===== src/rtl/inst_fetch_ctrl.sv =====
// Instruction fetch responder: reads 4 bytes from byte-wide RAM and assembles a little-endian word.
// Latency: ready pulses 5 cycles after acceptance (1-cycle RAM read latency, one byte per cycle).
// Backpressure: rdy=0 freezes all state and outputs; a jump aborts and restarts any fetch in flight.
module inst_fetch_ctrl #(
  parameter int ADDR_W = 32,
  parameter int INST_W = 32
) (
  input  logic              clk,
  input  logic              rst,
  input  logic              rdy,
  input  logic              pc_enable_i,
  input  logic [ADDR_W-1:0] pc_i,
  input  logic              jump_enable_i,
  input  logic [7:0]        mem_din_i,
  output logic [ADDR_W-1:0] mem_a_o,
  output logic              mem_wr_o,
  output logic              pc_plus4_ready_o,
  output logic              inst_ready_o,
  output logic [INST_W-1:0] inst_o,
  output logic              busy_o
);

  localparam logic [1:0] S_IDLE  = 2'd0;
  localparam logic [1:0] S_FETCH = 2'd1;
  localparam logic [1:0] S_DONE  = 2'd2;

  logic [1:0]        state;
  logic [2:0]        cnt;
  logic [ADDR_W-1:0] addr;
  logic [7:0]        buf0;
  logic [7:0]        buf1;
  logic [7:0]        buf2;
  logic [2:0]        next_off;
  logic [ADDR_W-1:0] next_addr;

  // Offset of the next byte to address; wraps naturally modulo 2^ADDR_W.
  always_comb begin
    next_off  = cnt + 3'd1;
    next_addr = addr + {{(ADDR_W-3){1'b0}}, next_off};
  end

  assign mem_wr_o = 1'b0;
  assign busy_o   = (state != S_IDLE);

  // Fetch sequencer: accept, step through 4 byte reads, pulse completion for one cycle.
  always_ff @(posedge clk) begin
    if (rst) begin
      state            <= S_IDLE;
      cnt              <= 3'd0;
      addr             <= '0;
      mem_a_o          <= '0;
      buf0             <= 8'd0;
      buf1             <= 8'd0;
      buf2             <= 8'd0;
      inst_o           <= '0;
      pc_plus4_ready_o <= 1'b0;
      inst_ready_o     <= 1'b0;
    end else if (rdy) begin
      // Pulses are single-cycle unless a completion re-asserts them below.
      pc_plus4_ready_o <= 1'b0;
      inst_ready_o     <= 1'b0;
      case (state)
        S_IDLE: begin
          if (pc_enable_i || jump_enable_i) begin
            addr    <= pc_i;
            mem_a_o <= pc_i;
            cnt     <= 3'd0;
            state   <= S_FETCH;
          end
        end
        S_DONE: begin
          // pc_i still holds the old PC here, so only a redirect may start a fetch.
          if (jump_enable_i) begin
            addr    <= pc_i;
            mem_a_o <= pc_i;
            cnt     <= 3'd0;
            state   <= S_FETCH;
          end else begin
            state <= S_IDLE;
          end
        end
        S_FETCH: begin
          if (jump_enable_i) begin
            // Redirect wins over everything, including the completion edge.
            addr    <= pc_i;
            mem_a_o <= pc_i;
            cnt     <= 3'd0;
          end else begin
            case (cnt)
              3'd1:    buf0 <= mem_din_i;
              3'd2:    buf1 <= mem_din_i;
              3'd3:    buf2 <= mem_din_i;
              default: ;
            endcase
            if (cnt <= 3'd2) begin
              mem_a_o <= next_addr;
            end
            cnt <= next_off;
            if (cnt == 3'd4) begin
              inst_o           <= {mem_din_i, buf2, buf1, buf0};
              pc_plus4_ready_o <= 1'b1;
              inst_ready_o     <= 1'b1;
              state            <= S_DONE;
            end
          end
        end
        default: state <= S_IDLE;
      endcase
    end
  end

endmodule


===== config.mk =====
export PLATFORM = sky130hd
export DESIGN_NAME = inst_fetch_ctrl
export DESIGN_NICKNAME = d
export VERILOG_FILES = /design/src/rtl/inst_fetch_ctrl.sv
export SDC_FILE = /design/constraint.sdc
export NUM_CORES = 1
export LEC_CHECK = 0
export BUFFER_PORTS_ARGS = -buffer_cell sky130_fd_sc_hd__buf_2
export CORE_MARGIN = 5
export CORE_UTILIZATION = 55
export CTS_CLUSTER_SIZE = 8
export DETAILED_ROUTE_END_ITERATION = 12
export HOLD_SLACK_MARGIN = 0.02
export PLACE_DENSITY_LB_ADDON = 0.05
export SYNTH_ARGS = -nofsm -noshare
export SYNTH_HDL_FRONTEND = slang
export SYNTH_SLANG_ARGS = --single-unit
export TNS_END_PERCENT = 100

===== constraint.sdc =====
create_clock -name clk -period 3.5 [get_ports clk]
set_clock_uncertainty 0.05 [all_clocks]
set_input_delay 0.175 -clock clk [delete_from_list [all_inputs] [get_ports clk]]
set_output_delay 0.175 -clock clk [all_outputs]
set_load 0.03 [all_outputs]

==> results of run 1 <==
through the flow:
stage	instances	worst slack (ns)
finish	978	0.469
CTS	978	0.455
global route	978	0.266
global placement	890	0.677
detailed placement	890	0.524
floorplan	681	0.971
worst reg2reg max path, cell delays in order (launching register included):
cell and delay, ns:
dfxtp_1 0.35, inv_1 0.09, ha_1 0.22, nand2b_1 0.11, o21ai_0 0.35, or2_2 0.57, buf_4 0.31, mux2i_1 0.22
nor2_1 0.06, dlygate4sd3_1 0.58
repair_timing:
action / 4_1_cts / 5_1_grt
gates resized for setup: 0 / 0
hold buffers: 57 / 0
setup buffers: 0 / 0
hold endpoints to repair: 94 / 0
how the worst max path moves through the flow:
stage | from | depth (start not counted) | endpoint | slack (ns)
floorplan | cnt[0] | 10 | mem_a_o[20] | 0.97
global placement | cnt[0] | 8 | mem_a_o[9] | 0.68
detailed placement | cnt[0] | 8 | mem_a_o[9] | 0.52
CTS | cnt[0] | 8 | mem_a_o[9] | 0.46
global route | state[0] | 9 | addr[27] | 0.27
finish | state[1] | 9 | addr[27] | 0.47
state kept, by name, summed over array words and instances, names as in the netlist:
| signal | count |
|---|---|
| buf0 | 8 |
| mem_a_o | 32 |
| buf2 | 8 |
| state | 2 |
| cnt | 3 |
| addr | 32 |
| inst_ready_o | 1 |
| buf1 | 8 |
| inst_o | 32 |
area by class of cell:
cell class	instances	area [µm²]	area share
clock buffers	23	457	0.0615
clock inverters	8	90.1	0.0121
inverters	17	63.8	0.00859
multi-input cells	489	2920	0.392
flip-flops and latches	126	2520	0.340
well taps	136	170	0.0229
repair buffers	179	1210	0.163
logic make-up after synthesis:
group,after synthesis,synth area share
AOI/OAI and AO/OA,141,0.154
muxes,34,0.0592
buffers and inverters,66,0.0542
DFF,126,0.439
xor gates and xnor gates,21,0.0320
other,1,0.000653
and+or+nand+nor,279,0.231
adders and majority gates,13,0.0296
report_power, final:
part           switching (µW)  leakage, µW  internal (µW)
Combinational             256      0.00178            196
Clock                     610     0.000275           1040
Sequential               53.6      0.00103           1490
Total                     920      0.00308           2730
per-layer routing:
metal  part of all wire  vias up  GRT usage
met5                  0        -          0
met4              0.016        0     0.0938
met3              0.047       24     0.0437
met2               0.51      149      0.413
met1               0.43     2565      0.292
li1                   -     2658          -
layout by cell type (no fill, tap or decap), types with 5 or more instances in the layout:
cell type / synthesis / routed
ha_1: 12 / 12
nor2_1: 52 / 51
buf_4: 2 / 12
clkbuf_16: 0 / 16
o22ai_1: 12 / 12
dlygate4sd3_1: 0 / 57
a21oi_1: 76 / 76
nor4_1: 5 / 5
buf_2: 9 / 110
nor4_2: 6 / 6
and3_1: 6 / 6
inv_1: 17 / 17
clkinv_2: 0 / 6
dfxtp_1: 126 / 126
nor2b_1: 6 / 6
xnor2_1: 19 / 19
nand2_1: 122 / 122
o21ai_0: 6 / 6
a211o_1: 6 / 6
nand3_1: 35 / 35
nand2b_1: 5 / 5
mux2i_1: 34 / 34
a22oi_1: 13 / 13
nor3_1: 17 / 17
==> results.sh, run 1 <==
export IMPL_async_flop_share=0
export IMPL_worst_path_largest_cell_delay_ns=0.58
export IMPL_worst_pin_slew_ns=0.910
export IMPL_grt_total_usage=0.238
export IMPL_slew_violations=0
export IMPL_path_buf_inv=3
export IMPL_final_setup_viol_count=0
export IMPL_min_path_cells=5
export IMPL_dr_first_iter_drc_count=279
export IMPL_die_w_um=112
export IMPL_holdWs_ns=0.132
export IMPL_max_cap_viol_count=0
export IMPL_cts_buffers=17
export IMPL_diodes=0
export IMPL_power_density_nw_per_um2=491
export IMPL_place_area_um2=6310
export IMPL_reg2reg_depth=9
export IMPL_vias=5396
export IMPL_ant_nets=0
export IMPL_seq_area_frac_synth=0.439
export IMPL_grt_max_degree=92
export IMPL_synthTopCellsByArea="dfxtp_1 (44%), nand2_1 (8.0%), a21oi_1 (6.6%)"
export IMPL_max_freq_mhz=330
export IMPL_cts_root_buffer_cell="clkbuf_8"
export IMPL_grt_pass1_wl_um=24900
export IMPL_cts_tree="yes"
export IMPL_min_path_type="in -> reg"
export IMPL_slew_headroom=0.393
export IMPL_floorplan_initialDensity=0.559
export IMPL_power_uw=3650
export IMPL_netlist_area_leader_share=0.439
export IMPL_syn_area_per_cell_um2=8.44
export IMPL_fin_tns_setup_ns=0
export IMPL_drc=0
export IMPL_grt_pass1_vias=5252
export IMPL_coreArea_um2=10300
export IMPL_synth_distinct_cells=58
export IMPL_hp_start="jump_enable_i"
export IMPL_layout_drive_gt1_share=0.202
export IMPL_wl_um=14900
export IMPL_die_area_um2=12600
export IMPL_yosysWarnings=0
export IMPL_syn_to_final_growth_pct=29.3
export IMPL_ir_worst_vdd_uv=279
export IMPL_r2r_start="state[1]"
export IMPL_nNetsFinal=888
export IMPL_worstPathCellList="inv_1 > ha_1 > nand2b_1 > o21ai_0 > or2_2 > buf_4 > mux2i_1 > nor2_1 > dlygate4sd3_1"
export IMPL_synth_cells=681
export IMPL_grt_overflow=0
export IMPL_rsz0062_at_grt="no"
export IMPL_vias_per_cell=5.52
export IMPL_core_rowCount=37
export IMPL_max_clock_path_buffers=2
export IMPL_rrSetupSlack_ns=0.47
export IMPL_clk_latency_ns=0.52
export IMPL_syn_area_um2=5750
export IMPL_final_util=0.723
export IMPL_synth_most_common_cell="dfxtp_1"
export IMPL_syn_nets=739
export IMPL_final_area_um2=7430
export IMPL_ys_seq_elements=126
export IMPL_reg2reg_to="addr[27]"
export IMPL_hold_path_end="state[0]"
export IMPL_hold_viol=0
export IMPL_crit_path_start_kind="flop"
export IMPL_path_delay_family="buffers and inverters"
export IMPL_clk_pin_slew_worst_paths_ns=0.06
export IMPL_dieHeight_um=112
export IMPL_place_hpwl_um=9680
export IMPL_crit_path_end_kind="flop"
export IMPL_period_needed_ns=3.03
export IMPL_crit_path_max_fanout=17
export IMPL_status="finished clean"
export IMPL_first_pass_iters=6
export IMPL_port_buffers=111
export IMPL_period_share=0.866
export IMPL_synth_largest_area_cell="dfxtp_1"
export IMPL_io_pin_count=113
export IMPL_p_leak_uw=0.00308
export IMPL_fillCellCount=849
export IMPL_gp_congestion=0.838
export IMPL_antenna_found_initial=0
export IMPL_cts_max_level=4
export IMPL_path_class="reg -> reg"
export IMPL_cp_slowest_cell="dlygate4sd3_1"
export IMPL_ys_flop_type="dfxtp_1"
export IMPL_critical_path_required_ns=3.86
export IMPL_synth_edf_count=0
export IMPL_worst_ep_arrival_time_ns=3.39
export IMPL_cts_sinks=126
export IMPL_routedWlPerCell_um=15.3
export IMPL_synth_commonest_cells="dfxtp_1 (126), nand2_1 (122), a21oi_1 (76)"
Note: power is estimated with default switching activity, not from simulation.
==> run 2, diff against run 1 <==
clock period = 3.45 ns   (was 3.5 ns; I/O delays follow)
==> run 2 against run 1 <==
Against the previous run:
- non-clock buffer count decreased by 18
- wire length is 1.0% lower
- final cell count shrank 1.9%
- critical endpoint is now mem_a_o[9]
- highest routed layer unchanged
==> results.sh, run 2 (synthesis results as in run 1) <==
export IMPL_grt_total_usage=0.233
export IMPL_fillCellCount=854
export IMPL_instances_no_fill=959
export IMPL_cts_tree="yes"
export IMPL_first_pass_iters=5
export IMPL_critical_path_required_ns=3.85
export IMPL_period_share=0.862
export IMPL_wl_um=14800
export IMPL_path_class="reg -> reg"
export IMPL_clk_pin_slew_worst_paths_ns=0.06
export IMPL_p_int_uw=2660
export IMPL_power_frac_seq=0.439
export IMPL_dr_first_iter_drc_count=333
export IMPL_placedCellCount=888
export IMPL_grt_pass1_vias=5166
export IMPL_cts_resized=0
export IMPL_slew_headroom=0.519
export IMPL_path_buf_inv=1
export IMPL_vias=5296
export IMPL_power_density_nw_per_um2=495
export IMPL_crit_path_start_kind="flop"
export IMPL_reg_largest_list="addr: 32 flops, inst_o: 32 flops, mem_a_o: 32 flops"
export IMPL_fin_tns_setup_ns=0
export IMPL_ant_nets=0
export IMPL_die_w_um=112
export IMPL_status="finished clean"
export IMPL_crit_path_max_fanout=15
export IMPL_p_comb_frac=0.122
export IMPL_min_path_type="in -> reg"
export IMPL_cts_sinks=126
export IMPL_crit_path_end_kind="flop"
export IMPL_max_freq_mhz=336
export IMPL_power_uw=3580
export IMPL_cts_buffers=17
export IMPL_max_cap_viol_count=0
export IMPL_cp_slowest_cell="or2_1"
export IMPL_ir_worst_vdd_uv=406
export IMPL_path_delay_family="compound AO/OA/AOI/OAI gates"
export IMPL_diodes=0
export IMPL_clk_latency_ns=0.51
export IMPL_layout_drive_gt1_share=0.205
export IMPL_switching_share=0.257
export IMPL_worstPathCellList="inv_1 > ha_1 > ha_1 > a211oi_1 > or2_1 > o21ai_0 > a311o_1 > a21oi_2"
export IMPL_vias_per_cell=5.52
export IMPL_core_rowCount=37
export IMPL_period_needed_ns=2.97
export IMPL_place_hpwl_um=9600
export IMPL_rsz0062_at_grt="no"
export IMPL_routedWlPerCell_um=15.4
export IMPL_slew_violations=0
export IMPL_drc=0
export IMPL_grt_overflow=0
export IMPL_worst_path_most_repeated_cell="ha_1"
export IMPL_antenna_found_initial=0
export IMPL_p_leak_uw=0.00296
export IMPL_mostFrequentLayoutCells="dfxtp_1 (126), nand2_1 (122), buf_2 (110), a21oi_1 (76), nor2_1 (51)"
export IMPL_final_common_cell="dfxtp_1"
export IMPL_floorplan_initialDensity=0.559
export IMPL_worst_ep_arrival_time_ns=3.37
export IMPL_nNetsFinal=870
export IMPL_port_buffers=111
export IMPL_coreArea_um2=10300
export IMPL_final_setup_viol_count=0
export IMPL_io_pin_count=113
export IMPL_worst_pin_slew_ns=0.722
export IMPL_postCtsSetupBuffers=0
export IMPL_max_clock_path_buffers=2
export IMPL_worst_path_largest_cell_delay_ns=0.63
export IMPL_gp_congestion=0.801
export IMPL_cts_max_level=4
export IMPL_grt_pass1_wl_um=24400
export IMPL_p_switching_uw=918
export IMPL_p_clk_frac=0.440
export IMPL_dieHeight_um=112
export IMPL_syn_to_final_growth_pct=25.9
export IMPL_rrSetupSlack_ns=0.48
export IMPL_grt_max_degree=63
export IMPL_die_area_um2=12600
export IMPL_cts_root_buffer_cell="clkbuf_8"
export IMPL_hold_viol=0
==> run 2: cell count changes in the layout (fill, tap and decap cells not counted), sizes merged <==
| cell | change |
|---|---|
| buf | -2 |
| dlygate4sd3 | -16 |
| bufinv | -2 |
| clkinvlp | +2 |
| clkbuf | +1 |
| clkinv | -2 |
==> run 2: path summary, 6_finish.rpt <==
path / from / endpoint / depth (start not counted)
min reg2reg: inst_o[31] / inst_o[31] / 2
max reg2reg: cnt[0] / mem_a_o[9] / 8
min: rst / mem_a_o[31] / 5
max: cnt[0] / mem_a_o[9] / 8
==> run 2: per-layer routing <==
layer,vias to the layer above,share of wire,wire (µm),global-route usage
met5,-,0,0,0
met4,0,0.028,418,0.0994
met3,31,0.045,666,0.0442
met2,149,0.49,7200,0.404
met1,2489,0.44,6490,0.283
li1,2627,-,-,-
==> run 2: power groups by stage <==
stage,Sequential (µW),Combinational (µW),Clock (µW)
after CTS,1570,435,1600
final,1570,435,1570
after floorplan,1640,233,0
after detailed placement,1600,398,0
after global routing,1580,472,1670
after global placement,1600,388,0
==> run 2: final cells by class <==
type                            count  area (µm²)  area share
Clock inverter                      6        35.0     0.00484
Timing Repair Buffer              161        1040       0.143
Multi-Input combinational cell    489        2920       0.403
Sequential cell                   126        2520       0.349
Tap cell                          136         170      0.0235
Clock buffer                       24         490      0.0678
Inverter                           17        63.8     0.00882
==> run 2: worst reg2reg max path, delay by kind of cell, from the launching register on <==
kind / cells / cell delay [ns]
simple gates: 1 / 0.63
buf+inv: 1 / 0.11
fa+ha+maj: 2 / 0.64
flops: 1 / 0.38
compound gates: 4 / 1.08
==> run 2: per-stage QoR <==
step	util	hold slack [ns]	area, µm²	setup slack [ns]
2_1_floorplan	-	0.258	5750	0.921
4_1_cts	0.704	0.0836	7230	0.509
3_3_place_gp	0.613	0.368	6300	0.617
5_1_grt	0.704	0.121	7230	0.314
6_report	0.704	0.104	7230	0.477
3_5_place_dp	0.613	0.378	6300	0.535
==> run 2: repair_timing <==
| action | CTS | global route |
|---|---|---|
| hold endpoints to repair | 93 | 0 |
| hold buffers | 41 | 0 |
| endpoints found under the setup margin | 0 | 0 |
==> run 3, diff against run 2 <==
BUFFER_PORTS_ARGS = -buffer_cell sky130_fd_sc_hd__clkbuf_2   (was -buffer_cell sky130_fd_sc_hd__buf_2)
CORE_MARGIN = 8   (was 5)
CORE_UTILIZATION = 30   (was 55)
==> run 3 against run 2 <==
Against the previous run:
- sequential power is essentially flat
- setup slack lost 0.053 ns
- critical endpoint is now mem_a_o[11]
- register-to-register slack lost 0.05 ns
- core utilization down 31 points
- first-iteration DRC count shrank 31%
==> results.sh, run 3 (synthesis results as in run 1) <==
export IMPL_port_buffers=111
export IMPL_rrSetupSlack_ns=0.42
export IMPL_path_class="reg -> reg"
export IMPL_dieHeight_um=154
export IMPL_drc=0
export IMPL_worst_ep_arrival_time_ns=3.29
export IMPL_grt_overflow=0
export IMPL_routedWlPerCell_um=16.3
export IMPL_clk_latency_ns=0.42
export IMPL_syn_to_final_growth_pct=28.2
export IMPL_place_hpwl_um=11500
export IMPL_r2r_start="cnt[0]"
export IMPL_clk_pin_slew_worst_paths_ns=0.06
export IMPL_ir_worst_vdd_uv=327
export IMPL_mostFrequentLayoutCells="dfxtp_1 (126), nand2_1 (122), clkbuf_2 (110), a21oi_1 (76), nor2_1 (51)"
export IMPL_gp_congestion=0.728
export IMPL_final_util=0.392
export IMPL_period_needed_ns=3.03
export IMPL_ant_nets=0
export IMPL_dr_first_iter_drc_count=231
export IMPL_cts_buffers=17
export IMPL_place_area_um2=6410
export IMPL_slew_violations=0
export IMPL_max_freq_mhz=331
export IMPL_nNetsFinal=864
export IMPL_cts_max_level=4
export IMPL_period_share=0.877
export IMPL_worst_pin_slew_ns=1.05
export IMPL_die_w_um=154
export IMPL_crit_path_end_kind="flop"
export IMPL_cts_tree="yes"
export IMPL_power_density_nw_per_um2=517
export IMPL_cts_root_buffer_cell="clkbuf_16"
export IMPL_crit_path_start="cnt[0]"
export IMPL_die_area_um2=23800
export IMPL_grt_pass1_wl_um=27100
export IMPL_crit_path_max_fanout=15
export IMPL_cts_sinks=126
export IMPL_crit_path_start_kind="flop"
export IMPL_core_rowCount=50
export IMPL_floorplan_initialDensity=0.306
export IMPL_layout_drive_gt1_share=0.209
export IMPL_reg2reg_to="mem_a_o[11]"
export IMPL_final_common_cell="dfxtp_1"
export IMPL_grt_total_usage=0.143
export IMPL_max_clock_path_buffers=2
export IMPL_status="finished clean"
export IMPL_antenna_found_initial=0
export IMPL_hold_viol=0
export IMPL_grt_pass1_vias=5150
export IMPL_crit_path_end="mem_a_o[11]"
export IMPL_fin_tns_setup_ns=0
export IMPL_final_area_um2=7360
export IMPL_grt_max_degree=94
export IMPL_reg_largest_list="addr: 32 flops, inst_o: 32 flops, mem_a_o: 32 flops"
export IMPL_diodes=0
export IMPL_max_cap_viol_count=0
export IMPL_postCtsSetupBuffers=0
export IMPL_rsz0062_at_grt="no"
export IMPL_p_leak_uw=0.00291
export IMPL_min_path_type="in -> reg"
export IMPL_coreArea_um2=18800
export IMPL_final_setup_viol_count=0
export IMPL_vias=5139
export IMPL_critical_path_required_ns=3.71
export IMPL_first_pass_iters=4
export IMPL_wl_um=17200
export IMPL_reg2reg_depth=8
export IMPL_slew_headroom=0.302
export IMPL_vias_per_cell=4.88
export IMPL_io_pin_count=113
## run 3: layout make-up
class	count	area (µm²)
well taps	234	293
clock buffers	20	457
clock inverters	12	135
repair buffers	155	978
flip-flops and latches	126	2520
inverters	17	63.8
fillers	1943	11400
multi-input cells	489	2920
## run 3: how the worst min path moves through the flow
stage / from / to / depth (start not counted)
2_1_floorplan: mem_din_i[0] / buf2[0] / 2
6_report: mem_din_i[4] / inst_o[28] / 3
3_3_place_gp: pc_i[10] / addr[10] / 3
5_1_grt: mem_din_i[3] / inst_o[27] / 3
4_1_cts: mem_din_i[3] / buf2[3] / 3
3_5_place_dp: pc_i[28] / addr[28] / 3
## run 3: layer usage
layer	global-route usage	part of all wire	vias up
met1	0.171	0.46	2402
met4	0.0527	0.012	0
met2	0.244	0.48	106
met5	0	0	-
met3	0.0373	0.046	12
li1	-	-	2619
## run 3: worst max-delay path, stage by stage (launching register included)
cell	delay, ns
dfxtp_1	0.39
inv_1	0.11
ha_1	0.34
ha_1	0.30
a211oi_1	0.38
or2_1	0.67
nor3_1	0.15
and3_1	0.23
o41ai_2	0.30
## run 3: where the power goes
group | switching (µW) | internal (µW) | leakage, µW | total [µW]
clock | 693 | 1100 | 0.000279 | 1800
sequential | 55.7 | 1520 | 0.00103 | 1570
combinational | 262 | 174 | 0.00160 | 436
## run 3: repair_timing
action / in CTS / in global routing
endpoints found under the hold margin: 48 / 0
gates resized for setup: 0 / 0
hold buffers: 36 / 0
## run 3: per-stage QoR
step / hold WS (ns) / std cells / total power [µW] / worst slack [ns]
global route: 0.0301 / 1053 / 3960 / 0.108
finish: 0.0423 / 1053 / 3800 / 0.424
floorplan: 0.258 / 681 / 1870 / 0.921
CTS: 0.0263 / 1053 / 3860 / 0.412
detailed placement: 0.380 / 985 / 2010 / 0.439
global placement: 0.370 / 985 / 2010 / 0.577
